[src/rtl/ascon_blk_feeder.sv]
// Data-supply side of the ASCON core block handshake: buffers host input blocks,
// answers core data requests, captures ciphertext blocks and the tag, launches runs.
module ascon_blk_feeder #(
    parameter int unsigned DATA_W   = 64,
    parameter int unsigned IN_DEPTH = 4,
    parameter int unsigned CT_DEPTH = 4,
    parameter int unsigned TAG_W    = 128
) (
    input  logic              clk_i,
    input  logic              rst_n_i,
    input  logic              go_i,
    input  logic              blk_wr_i,
    input  logic [DATA_W-1:0] blk_data_i,
    output logic              in_full_o,
    input  logic              ct_rd_i,
    output logic [DATA_W-1:0] ct_data_o,
    output logic              ct_empty_o,
    output logic [TAG_W-1:0]  tag_o,
    output logic              tag_ok_o,
    output logic              busy_o,
    output logic [2:0]        err_o,
    input  logic              core_ready_i,
    output logic              core_start_o,
    input  logic              data_req_i,
    output logic              data_valid_o,
    output logic [DATA_W-1:0] data_o,
    input  logic              ct_valid_i,
    input  logic [DATA_W-1:0] ct_i,
    input  logic              tag_valid_i,
    input  logic [TAG_W-1:0]  tag_i,
    input  logic              done_i
);

    localparam int unsigned IN_AW = $clog2(IN_DEPTH);
    localparam int unsigned CT_AW = $clog2(CT_DEPTH);
    localparam logic [IN_AW:0] IN_CNT_MAX = (IN_AW + 1)'(IN_DEPTH);
    localparam logic [CT_AW:0] CT_CNT_MAX = (CT_AW + 1)'(CT_DEPTH);

    localparam logic [1:0] StIdle     = 2'd0;
    localparam logic [1:0] StLaunch   = 2'd1;
    localparam logic [1:0] StWaitReq  = 2'd2;
    localparam logic [1:0] StWaitData = 2'd3;

    logic [1:0]        r_state;
    logic [1:0]        w_state_nxt;

    logic [DATA_W-1:0] r_in_mem [IN_DEPTH];
    logic [IN_AW-1:0]  r_in_wptr;
    logic [IN_AW-1:0]  r_in_rptr;
    logic [IN_AW:0]    r_in_cnt;
    logic              w_in_empty;
    logic              w_in_full;
    logic              w_in_pop;
    logic              w_in_push;
    logic              w_in_ovf;

    logic [DATA_W-1:0] r_ct_mem [CT_DEPTH];
    logic [CT_AW-1:0]  r_ct_wptr;
    logic [CT_AW-1:0]  r_ct_rptr;
    logic [CT_AW:0]    r_ct_cnt;
    logic              w_ct_empty;
    logic              w_ct_full;
    logic              w_ct_pop;
    logic              w_ct_push;
    logic              w_ct_ovf;

    logic              w_launch;
    logic              w_req_err;
    logic              r_data_valid;
    logic [DATA_W-1:0] r_data;
    logic [2:0]        r_err;
    logic [TAG_W-1:0]  r_tag;
    logic              r_tag_ok;

    assign w_launch   = (r_state == StLaunch);
    assign w_in_empty = (r_in_cnt == '0);
    assign w_in_full  = (r_in_cnt == IN_CNT_MAX);
    // A pop in the same cycle frees a slot, so a push on a full FIFO is still accepted.
    assign w_in_push  = blk_wr_i & (~w_in_full | w_in_pop);
    assign w_in_ovf   = blk_wr_i & w_in_full & ~w_in_pop;

    assign w_ct_empty = (r_ct_cnt == '0);
    assign w_ct_full  = (r_ct_cnt == CT_CNT_MAX);
    assign w_ct_pop   = ct_rd_i & ~w_ct_empty & ~w_launch;
    assign w_ct_push  = ct_valid_i & (~w_ct_full | ct_rd_i) & ~w_launch;
    assign w_ct_ovf   = ct_valid_i & w_ct_full & ~ct_rd_i;

    // Next-state and input-FIFO pop decision for the request handshake.
    always_comb begin
        w_state_nxt = r_state;
        w_in_pop    = 1'b0;
        w_req_err   = 1'b0;
        case (r_state)
            StIdle: begin
                if (go_i && core_ready_i) w_state_nxt = StLaunch;
            end
            StLaunch: begin
                w_state_nxt = StWaitReq;
            end
            StWaitReq: begin
                // Serve the request in its own cycle so valid appears exactly one cycle later.
                if (data_req_i) begin
                    if (!w_in_empty) w_in_pop = 1'b1;
                    else             w_state_nxt = StWaitData;
                end else if (done_i && (r_tag_ok || tag_valid_i)) begin
                    w_state_nxt = StIdle;
                end
            end
            StWaitData: begin
                w_req_err = data_req_i;
                if (!w_in_empty) begin
                    w_in_pop    = 1'b1;
                    w_state_nxt = StWaitReq;
                end
            end
            default: w_state_nxt = StIdle;
        endcase
    end

    // FSM state register.
    always_ff @(posedge clk_i or negedge rst_n_i) begin
        if (!rst_n_i) r_state <= StIdle;
        else          r_state <= w_state_nxt;
    end

    // Input FIFO storage; contents are only observed through valid pointers.
    always_ff @(posedge clk_i) begin
        if (w_in_push) r_in_mem[r_in_wptr] <= blk_data_i;
    end

    // Input FIFO pointers and occupancy; survives launches so blocks can be preloaded.
    always_ff @(posedge clk_i or negedge rst_n_i) begin
        if (!rst_n_i) begin
            r_in_wptr <= '0;
            r_in_rptr <= '0;
            r_in_cnt  <= '0;
        end else begin
            if (w_in_push) r_in_wptr <= r_in_wptr + IN_AW'(1);
            if (w_in_pop)  r_in_rptr <= r_in_rptr + IN_AW'(1);
            if (w_in_push && !w_in_pop)      r_in_cnt <= r_in_cnt + (IN_AW + 1)'(1);
            else if (!w_in_push && w_in_pop) r_in_cnt <= r_in_cnt - (IN_AW + 1)'(1);
        end
    end

    // Block handed to the core: valid pulses once per pop, data held until the next pop.
    always_ff @(posedge clk_i or negedge rst_n_i) begin
        if (!rst_n_i) begin
            r_data_valid <= 1'b0;
            r_data       <= '0;
        end else begin
            r_data_valid <= w_in_pop;
            if (w_in_pop) r_data <= r_in_mem[r_in_rptr];
        end
    end

    // Ciphertext FIFO storage.
    always_ff @(posedge clk_i) begin
        if (w_ct_push) r_ct_mem[r_ct_wptr] <= ct_i;
    end

    // Ciphertext FIFO pointers and occupancy; emptied at each launch.
    always_ff @(posedge clk_i or negedge rst_n_i) begin
        if (!rst_n_i) begin
            r_ct_wptr <= '0;
            r_ct_rptr <= '0;
            r_ct_cnt  <= '0;
        end else if (w_launch) begin
            r_ct_wptr <= '0;
            r_ct_rptr <= '0;
            r_ct_cnt  <= '0;
        end else begin
            if (w_ct_push) r_ct_wptr <= r_ct_wptr + CT_AW'(1);
            if (w_ct_pop)  r_ct_rptr <= r_ct_rptr + CT_AW'(1);
            if (w_ct_push && !w_ct_pop)      r_ct_cnt <= r_ct_cnt + (CT_AW + 1)'(1);
            else if (!w_ct_push && w_ct_pop) r_ct_cnt <= r_ct_cnt - (CT_AW + 1)'(1);
        end
    end

    // Sticky error flags and tag capture, both reset by a launch.
    always_ff @(posedge clk_i or negedge rst_n_i) begin
        if (!rst_n_i) begin
            r_err    <= '0;
            r_tag    <= '0;
            r_tag_ok <= 1'b0;
        end else if (w_launch) begin
            r_err    <= '0;
            r_tag    <= '0;
            r_tag_ok <= 1'b0;
        end else begin
            r_err <= r_err | {w_ct_ovf, w_req_err, w_in_ovf};
            if (tag_valid_i) begin
                r_tag    <= tag_i;
                r_tag_ok <= 1'b1;
            end
        end
    end

    assign in_full_o    = w_in_full;
    // Gate the head so an empty FIFO never exposes stale or unreset storage.
    assign ct_data_o    = w_ct_empty ? '0 : r_ct_mem[r_ct_rptr];
    assign ct_empty_o   = w_ct_empty;
    assign tag_o        = r_tag;
    assign tag_ok_o     = r_tag_ok;
    assign busy_o       = (r_state != StIdle);
    assign err_o        = r_err;
    assign core_start_o = w_launch;
    assign data_valid_o = r_data_valid;
    assign data_o       = r_data;

endmodule

[config.mk]
export PLATFORM = sky130hd
export DESIGN_NAME = ascon_blk_feeder
export DESIGN_NICKNAME = d
export VERILOG_FILES = /design/src/rtl/ascon_blk_feeder.sv
export SDC_FILE = /design/constraint.sdc
export NUM_CORES = 1
export LEC_CHECK = 0
export ABC_AREA = 1
export CAP_MARGIN = 40
export CORE_MARGIN = 3
export CORE_UTILIZATION = 50
export CTS_BUF_LIST = sky130_fd_sc_hd__clkbuf_8 sky130_fd_sc_hd__clkbuf_16
export CTS_CLUSTER_SIZE = 8
export DETAILED_ROUTE_END_ITERATION = 8
export PLACE_DENSITY = 0.77
export SETUP_SLACK_MARGIN = 0.15
export SYNTH_ARGS = -nofsm -noshare
export SYNTH_HDL_FRONTEND = slang
export SYNTH_SLANG_ARGS = --single-unit
[constraint.sdc]
create_clock -name clk_i -period 6.5 [get_ports clk_i]
set_input_delay 1.3 -clock clk_i [delete_from_list [all_inputs] [get_ports clk_i]]
set_output_delay 1.3 -clock clk_i [all_outputs]
set_load 0.02 [all_outputs]
==> metrics.txt <==
Vias/cell=5.52; HP Class=register to register; Die Span X=243 um; full die area=59000 um^2; critical path launch point=r_ct_rptr[0]; CP required=5.20 ns; CTS Buffer Depth=3; relative slew slack=37.9%; clock skew=0.0384 ns; status=complete, no violations; Port-buffer cells=530; Max Cap Viol=0; first-pass GRT wire length=118000 um; FF-to-FF Start=r_state[1]; most frequent cells in the layout=nor2_1, clkdlybuf4s50_1, edfxtp_1, o21ai_0, nand3_1; post-CTS setup buffers=0; layout cells sized above 1=5.80%; Pleak=14.2 nW; number of DRC markers in iteration 0=1605; Tightest Pin Transition=0.932 ns; clock sink count=725; endpoints failing setup=0; vias in the first global route=19800; synth unique cells=27; Mean Syn Cell Area=11.9 um^2; Critical Path Fanout Max=51; # hold bufs at CTS=0; Mapped Nets=2640; H-tree depth=3; DR WL/cell=21.2 um; post-route ant nets=0; FF/Latch Area=20700 um^2; Hold Fails Final Rpt=0; hold_sp=err_o[2]; cell area after layout=37000 um^2; aggregate global routing overflow=0; Worst Setup End Kind=primary output; Final Util=66.9%; Post-DP Area=34100 um^2; CP Data Arrival Time=3.53 ns; # fillers=3854; final slew viol count=0; DRT Pass-1 Iters=5; Pwr Density=486 nW/um^2; Max VDD drop=0.000374 V; gp weighted congestion=0.914; Tcrit/Tclk final=74.4%; Min Clock Period, post-route=4.83 ns; largest net degree at the start of global routing=137; TritonCTS Buffers=100; root buffer cell=clkbuf_16; #FFs+latches synth=725; GRT Overall Usage=26.0%; Core ar.=55300 um^2; crit path kind=register to primary output; Clock transition at path regs=0.05 ns; most common cell after layout, fill and taps aside=nor2_1; RSZ-0062 raised after global routing=false; register area share after synthesis=73.8%; cells after synthesis=2363; starting density of the core=50.7%; count of nets after finishing=3146; synth warn=0; Startpoint Class=register; initial antenna violation count=15; Max Fclk=207 MHz; setup TNS=0 ns; Mapped Area=28000 um^2; FP Rows=86; Routed WL=78600 um; CTS tree=built; Skew-Pair Late Insertion Delay=0.64 ns; synthesis-to-layout area growth=32.0%; overall via count from detail_route=20400; IO Count=531; dpl hpwl=49800 um; area of the multi-input gates=6550 um^2; die height=243 um; CTS resizes=0; DRC Markers=0
per-stage QoR:
| stage | power [mW] | instances | hold WS (ns) | setup slack, ns |
|---|---|---|---|---|
| floorplan | 10.3 | 2363 | 0.497 | 1.55 |
| global placement | 13.0 | 3506 | 0.478 | 2.34 |
| detailed placement | 13.3 | 3515 | 0.487 | 2.36 |
| CTS | 18.1 | 3694 | 0.499 | 1.65 |
| global route | 18.9 | 3698 | 0.516 | 1.51 |
| finish | 18.0 | 3700 | 0.494 | 1.67 |
report_power, final:
group | internal [mW] | switching (mW) | leakage [nW] | total (mW)
Clock | 2.81 | 1.88 | 1.68 | 4.69
Sequential | 6.12 | 0.553 | 7.27 | 6.67
Combinational | 2.48 | 4.14 | 5.26 | 6.62
critical path, stage by stage (launching register included):
cell and delay [ns]:
dfrtp_4 0.63, inv_2 0.52, buf_4 0.52, o21ai_0 0.17
a21oi_1 0.33, clkdlybuf4s50_1 0.67
synth_stat cells:
cell / number / area [um^2]
nor2_1: 600 / 2250
edfxtp_1: 512 / 15400
nand3_1: 261 / 1310
o21ai_0: 261 / 1310
dfrtp_1: 213 / 5330
nand2_1: 155 / 582
a21oi_1: 67 / 335
a31oi_1: 64 / 400
clkbuf_1: 63 / 236
buf_2: 61 / 305
buf_1: 30 / 113
inv_1: 30 / 113
ha_1: 9 / 113
inv_2: 7 / 26.3
buf_6: 5 / 56.3
nand4_1: 4 / 25.0
o21ai_1: 4 / 20.0
xor2_1: 4 / 35.0
nor3_1: 3 / 15.0
buf_4: 2 / 15.0
fa_1: 2 / 40.0
a21oi_2: 1 / 8.76
mux2_2: 1 / 11.3
nand2_2: 1 / 6.26
o21a_1: 1 / 7.51
o22ai_1: 1 / 6.26
xnor2_1: 1 / 8.76
final timing paths:
check,slack (ns),endpoint,cells after the start
max,1.67,ct_data_o[45],5
min,0.49,err_o[2],1
max reg2reg,3.40,r_ct_mem[0][38],7
min reg2reg,0.49,err_o[2],1
max in group asynchronous,4.46,r_ct_rptr[0],2
min in group asynchronous,0.64,tag_o[34],1
registers in the layout, summed over array words and instances, names as in the netlist:
name	count
data_o	64
data_valid_o	1
err_o	3
r_ct_cnt	3
r_ct_mem	256
r_ct_rptr	2
r_ct_wptr	2
r_in_cnt	3
r_in_mem	256
r_in_rptr	2
r_in_wptr	2
r_state	2
tag_o	128
tag_ok_o	1
cells by family (layout without fill, tap and decap cells):
family,count (synthesis),in the layout,synth area share (%)
and+or+nand+nor,1024,1024,14.9
DFF,725,725,73.8
muxes,1,1,0.0401
other,0,6,0
xor gates and xnor gates,5,5,0.156
buffers and inverters,198,781,3.08
adders and majority gates,11,11,0.544
AOI/OAI and AO/OA,399,399,7.43
routing by layer:
| metal | GRT usage (%) | wire length (um) |
|---|---|---|
| met5 | 0 | 109 |
| met4 | 10.0 | 2670 |
| met1 | 31.7 | 29100 |
| met2 | 44.1 | 39200 |
| met3 | 7.35 | 7520 |
final cells by class:
type | instances | area share [%]
sequential | 725 | 56.0
multi-input combinational | 1440 | 17.7
timing repair buffer | 565 | 15.5
clock buffer | 103 | 6.93
tap | 748 | 2.53
clock inverter | 76 | 0.967
inverter | 37 | 0.389
antenna | 6 | 0.0406
(Power assumes the default switching activity.)
